## src/rtl/testdrive_axi4_read_sequencer.sv

```systemverilog
// Splits linear read commands into 4 KB-safe AXI4 INCR bursts (one outstanding)
// and streams the returned beats downstream with end-of-command marking.
module testdrive_axi4_read_sequencer #(
  parameter int C_THREAD_ID_WIDTH = 1,
  parameter int C_ADDR_WIDTH      = 32,
  parameter int C_DATA_WIDTH      = 128,
  parameter int C_ARID            = 0,
  parameter int C_MAX_BURST       = 16,
  parameter int C_BEATS_WIDTH     = 16
) (
  input  logic                         CLK,
  input  logic                         nRST,
  input  logic                         CMD_VALID,
  output logic                         CMD_READY,
  input  logic [C_ADDR_WIDTH-1:0]      CMD_ADDR,
  input  logic [C_BEATS_WIDTH-1:0]     CMD_BEATS,
  output logic                         BUSY,
  output logic                         DONE,
  output logic                         ERR,
  output logic [C_THREAD_ID_WIDTH-1:0] ARID,
  output logic [C_ADDR_WIDTH-1:0]      ARADDR,
  output logic [7:0]                   ARLEN,
  output logic [2:0]                   ARSIZE,
  output logic [1:0]                   ARBURST,
  output logic                         ARLOCK,
  output logic [3:0]                   ARCACHE,
  output logic [2:0]                   ARPROT,
  output logic [3:0]                   ARREGION,
  output logic [3:0]                   ARQOS,
  output logic                         ARVALID,
  input  logic                         ARREADY,
  input  logic [C_THREAD_ID_WIDTH-1:0] RID,
  input  logic [C_DATA_WIDTH-1:0]      RDATA,
  input  logic [1:0]                   RRESP,
  input  logic                         RLAST,
  input  logic                         RVALID,
  output logic                         RREADY,
  output logic [C_DATA_WIDTH-1:0]      DOUT_DATA,
  output logic                         DOUT_VALID,
  output logic                         DOUT_LAST,
  input  logic                         DOUT_READY
);

  localparam int BPB_LOG = $clog2(C_DATA_WIDTH / 8);
  localparam logic [C_ADDR_WIDTH-1:0] ALIGN_MASK = ~C_ADDR_WIDTH'((1 << BPB_LOG) - 1);

  typedef enum logic [1:0] {IDLE, ADDR, DATA} state_t;

  state_t                   state, state_nxt;
  logic [C_ADDR_WIDTH-1:0]  cur_addr;
  logic [C_BEATS_WIDTH-1:0] remain;
  logic [8:0]               blen;
  logic [8:0]               bcnt;
  logic                     err;
  logic                     done;

  logic                     r_hs;
  logic                     burst_end;
  logic                     bad_beat;
  logic [C_ADDR_WIDTH-1:0]  cmd_addr_al;
  logic [C_ADDR_WIDTH-1:0]  addr_inc;
  logic [C_BEATS_WIDTH-1:0] remain_dec;

  // Burst length limited by beats left, the configured cap and the room to the next 4 KB page.
  function automatic logic [8:0] burst_len(input logic [11:0] offs,
                                           input logic [C_BEATS_WIDTH-1:0] rem);
    logic [12:0] room;
    logic [31:0] len;
    room = (13'd4096 - {1'b0, offs}) >> BPB_LOG;
    len  = 32'(rem);
    if (len > 32'(C_MAX_BURST)) len = 32'(C_MAX_BURST);
    if (len > 32'(room))        len = 32'(room);
    return len[8:0];
  endfunction

  assign cmd_addr_al = CMD_ADDR & ALIGN_MASK;
  assign addr_inc    = cur_addr + (C_ADDR_WIDTH'(blen) << BPB_LOG);
  assign remain_dec  = remain - C_BEATS_WIDTH'(1);
  assign r_hs        = (state == DATA) && RVALID && DOUT_READY;
  assign burst_end   = r_hs && (bcnt == blen - 9'd1);
  assign bad_beat    = (RRESP != 2'b00) || (RID != C_THREAD_ID_WIDTH'(C_ARID)) ||
                       (RLAST != (bcnt == blen - 9'd1));

  assign CMD_READY  = (state == IDLE);
  assign BUSY       = (state != IDLE);
  assign DONE       = done;
  assign ERR        = err;
  assign ARVALID    = (state == ADDR);
  assign ARID       = C_THREAD_ID_WIDTH'(C_ARID);
  assign ARADDR     = cur_addr;
  assign ARLEN      = 8'(blen - 9'd1);
  assign ARSIZE     = 3'(BPB_LOG);
  assign ARBURST    = 2'b01;
  assign ARLOCK     = 1'b0;
  assign ARCACHE    = 4'b0011;
  assign ARPROT     = 3'b000;
  assign ARREGION   = 4'b0000;
  assign ARQOS      = 4'b0000;
  assign RREADY     = (state == DATA) && DOUT_READY;
  assign DOUT_VALID = (state == DATA) && RVALID;
  assign DOUT_DATA  = RDATA;
  assign DOUT_LAST  = DOUT_VALID && (remain == C_BEATS_WIDTH'(1));

  always_ff @(posedge CLK or negedge nRST) begin
    if (!nRST) state <= IDLE;
    else       state <= state_nxt;
  end

  always_comb begin
    state_nxt = state;
    case (state)
      IDLE:    if (CMD_VALID && (CMD_BEATS != '0)) state_nxt = ADDR;
      ADDR:    if (ARREADY) state_nxt = DATA;
      DATA:    if (burst_end) state_nxt = (remain_dec != '0) ? ADDR : IDLE;
      default: state_nxt = IDLE;
    endcase
  end

  always_ff @(posedge CLK or negedge nRST) begin
    if (!nRST) begin
      cur_addr <= '0;
      remain   <= '0;
      blen     <= 9'd1;
      bcnt     <= 9'd0;
      err      <= 1'b0;
      done     <= 1'b0;
    end else begin
      done <= 1'b0;
      case (state)
        IDLE: begin
          if (CMD_VALID) begin
            cur_addr <= cmd_addr_al;
            remain   <= CMD_BEATS;
            err      <= 1'b0;
            if (CMD_BEATS == '0) done <= 1'b1;
            else                 blen <= burst_len(cmd_addr_al[11:0], CMD_BEATS);
          end
        end
        ADDR: if (ARREADY) bcnt <= 9'd0;
        DATA: begin
          if (r_hs) begin
            bcnt   <= bcnt + 9'd1;
            remain <= remain_dec;
            if (bad_beat) err <= 1'b1;
            // Burst boundary is counted locally; RLAST only feeds the error flag.
            if (burst_end) begin
              cur_addr <= addr_inc;
              if (remain_dec == '0) done <= 1'b1;
              else                  blen <= burst_len(addr_inc[11:0], remain_dec);
            end
          end
        end
        default: ;
      endcase
    end
  end

endmodule

```

## config.mk

```make
export PLATFORM = sky130hd
export DESIGN_NAME = testdrive_axi4_read_sequencer
export DESIGN_NICKNAME = d
export VERILOG_FILES = /design/src/rtl/testdrive_axi4_read_sequencer.sv
export SDC_FILE = /design/constraint.sdc
export NUM_CORES = 1
export LEC_CHECK = 0
export ABC_AREA = 1
export CORE_UTILIZATION = 33
export DETAILED_ROUTE_END_ITERATION = 6
export PLACE_DENSITY = 0.66
export SLEW_MARGIN = 40
export SYNTH_ARGS = -nofsm -noshare
export SYNTH_HDL_FRONTEND = slang
export SYNTH_SLANG_ARGS = --single-unit
```

## constraint.sdc

```tcl
create_clock -name CLK -period 4.59 [get_ports CLK]
set_input_delay 0.459 -clock CLK [delete_from_list [all_inputs] [get_ports CLK]]
set_output_delay 0.459 -clock CLK [all_outputs]
set_load 0.01 [all_outputs]
```

==> impl_metrics.yaml <==
power_and_ir_drop:
  peakVddDrop_uv: 244
  power.switching_uw: 2590
  p_leak_uw: 0.00383
  intPower_uw: 2530
  seqPwrFrac_pct: 21.9
  clock_power_share_pct: 14.3
  pwr-share-comb_pct: 63.8
  sw_frac_of_total_pct: 50.6
  power_density_mw_per_mm2: 663
cts:
  cts_max_level: 3
  post_cts_buffers: 0
  clockRootBuffer: "clkbuf_16"
  cts_buffers: 9
  cts_tree: "built"
  hold_buffers: 0
  clk_latency_ns: 0.36
  cts.path.max_buffers: 2
  ctsResizeCount: 0
  clkSinkCount: 66
  clk_pin_slew_worst_paths_ns: 0.06
global_route:
  antenna_found_initial: 0
  grt-ovfl-total: 0
  grt_max_degree: 56
  track_usage_pct: 17.1
  grt_first_pass_wirelength_mm: 30.2
  grt_pass1_vias: 6119
logic_synthesis:
  ys.flop_type: "dfrtp_1"
  syn_avg_cell_area_um2: 6.47
  ys_seq_area_share_pct: 23.0
  synth_top_cell_by_area: "dfrtp_1"
  ys_seq_elements: 66
  yosys_warnings: 0
  syn_area_mm2: 0.00720
  synthDominantCellAreaShare_pct: 22.6
  netlist_instances: 1113
  ys_types: 40
  synth.area.top_cells: "dfrtp_1, nand2_1, buf_4, inv_1, ha_1"
  synthArstFlopShare_pct: 100
  synth_edf_count: 0
floorplanning:
  ioPinCount: 384
  fp.dieH_um: 150
  start_util_pct: 33.9
  core_area_mm2: 0.0212
  rows: 53
  die_area_mm2: 0.0224
  die_w_um: 150
detailed_routing:
  vias: 6459
  drtAntennaViolNets: 0
  drc_errors: 0
  drt_iter0_drc: 365
  wl_per_cell_um: 13.6
  drtPass1Iterations: 5
  wl_mm: 18.5
  via_per_inst: 4.74
worst_setup_path:
  reg2reg_slack_ns: 0.85
  arrival_ns: 3.99
  rr_worst_depth: 23
  cp_max_fo: 4
  worstReg2RegStart: "blen[0]"
  r2r_end: "blen[3]"
  critPathLaunch: "blen[0]"
  crit_required_ns: 4.84
  path_class: "reg2reg"
  cp-start-kind: "register"
  end_kind: "register"
placed_design:
  placed_area_mm2: 0.00742
  pre_cts_ws_ns: 0.882
  port_buffers: 97
  gp_congestion: 0.903
  dp_hpwl_mm: 14.5
sta:
  setup_viol: 0
  setup_ws_ns: 0.850
  worst_slew_pin_slew_ns: 0.612
  fmax_mhz: 267
  rsz0062_at_grt: "no"
  min_period_ns: 3.74
  hold_violations: 0
  clock_skew_ns: 0.00778
  slew_headroom_pct: 59.2
  maxSlewViolCount: 0
  whs_ns: 0.0591
  period_share_pct: 81.5
  fin_setup_tns_ns: 0
cells_and_area:
  antennaDiodeCount: 0
  drive_gt1_share_pct: 4.51
  postLayoutCellArea_mm2: 0.00772
  nets: 1303
  area_growth_pct: 7.27
run:
  maxCapViolations: 0
outcome:
  status: "completed"
hold_path:
  min_path_type: "in2async"
## logic make-up after synthesis
| kind of cell | Yosys count | share of synthesized area, % |
|---|---|---|
| compound gates | 139 | 10.6 |
| xor+xnor | 33 | 4.02 |
| fa+ha+maj | 35 | 6.19 |
| buf+inv | 302 | 24.2 |
| flops | 66 | 23.0 |
| other cells | 2 | 0.104 |
| simple gates | 536 | 31.9 |
## stage by stage
step,instances,utilization [%],total power [uW]
finish,1362,36.4,5120
global route,1362,36.4,5650
CTS,1362,36.4,5140
detailed placement,1346,34.9,4390
global placement,1345,34.9,4320
floorplan,1145,-,3470
## sequential cells by signal, summed over array words and instances, names as in the netlist
| register | cells |
|---|---|
| ARADDR | 28 |
| remain | 16 |
| bcnt | 9 |
| blen | 9 |
| state | 2 |
| DONE | 1 |
| ERR | 1 |
## placed cells by master (no fill, tap or decap), types with 3 or more instances in the layout
cell,instances
nand4_1,15
ha_1,34
nor4_1,4
nor2_2,4
o211ai_1,5
nor2_1,81
a21boi_0,3
nand3_1,70
xnor2_1,9
buf_4,5
dfrtp_1,65
nand2_1,319
xor2_1,24
o21bai_1,4
inv_1,125
o21ai_1,13
nor3_1,15
a21oi_1,36
conb_1,34
o21ai_0,68
o21a_1,3
or2_2,5
clkbuf_16,9
nand3b_1,4
nand2_2,5
nor2_4,6
clkdlybuf4s50_1,96
## cell type report
class	count	area, um2
repair buffers	102	1010
clock buffers	10	239
fillers	2281	13500
inverters	126	473
clock inverters	6	65.1
multi-input cells	777	3930
well taps	275	344
flip-flops and latches	66	1650
## Yosys cell counts (all sizes together), types with 16 or more instances
cell,instances
dfrtp,65
xor2,24
buf,161
inv,126
ha,34
a21oi,38
nor3,16
nand2,324
nor2,91
nand3,72
o21ai,81
## layer usage
metal	track usage [%]	wire [um]	vias to the layer above	part of all wire, %
li1	-	-	3290	-
met4	9.09	638	0	3.4
met1	21.8	8470	2921	46
met2	26.6	8010	184	43
met5	0	0	-	0
met3	4.33	1380	64	7.4
## worst max-delay path, stage by stage, from the launching register on
cell and delay [ns]:
dfstp_2 0.57, ha_1 0.20, fa_1 0.48, nor3_1 0.32, nand2_1 0.09, nor2_1 0.23
nand3_1 0.10, nand2_1 0.08, nand2_1 0.07, inv_1 0.06, ha_1 0.15, nand2_1 0.08
nor2_1 0.15, nand2_1 0.07, nand2_1 0.06, nand2_1 0.06, a21boi_0 0.41, nand2_1 0.10
nand2_1 0.09, inv_1 0.05, nand2_1 0.05, nand2_1 0.05, nand2_1 0.06, nand2_1 0.05
## power by group through the flow
stage               logic (uW)  registers, uW  clock network [uW]
finish                    3270           1120                 730
global route              3720           1160                 769
CTS                       3280           1120                 741
detailed placement        3260           1130                   0
global placement          3200           1120                   0
floorplan                 2380           1100                   0
## worst max-delay path by stage
stage,end
finish,blen[3]
global route,blen[3]
CTS,blen[3]
detailed placement,blen[3]
global placement,blen[3]
floorplan,blen[3]
Power figures use the tool's default switching activity.
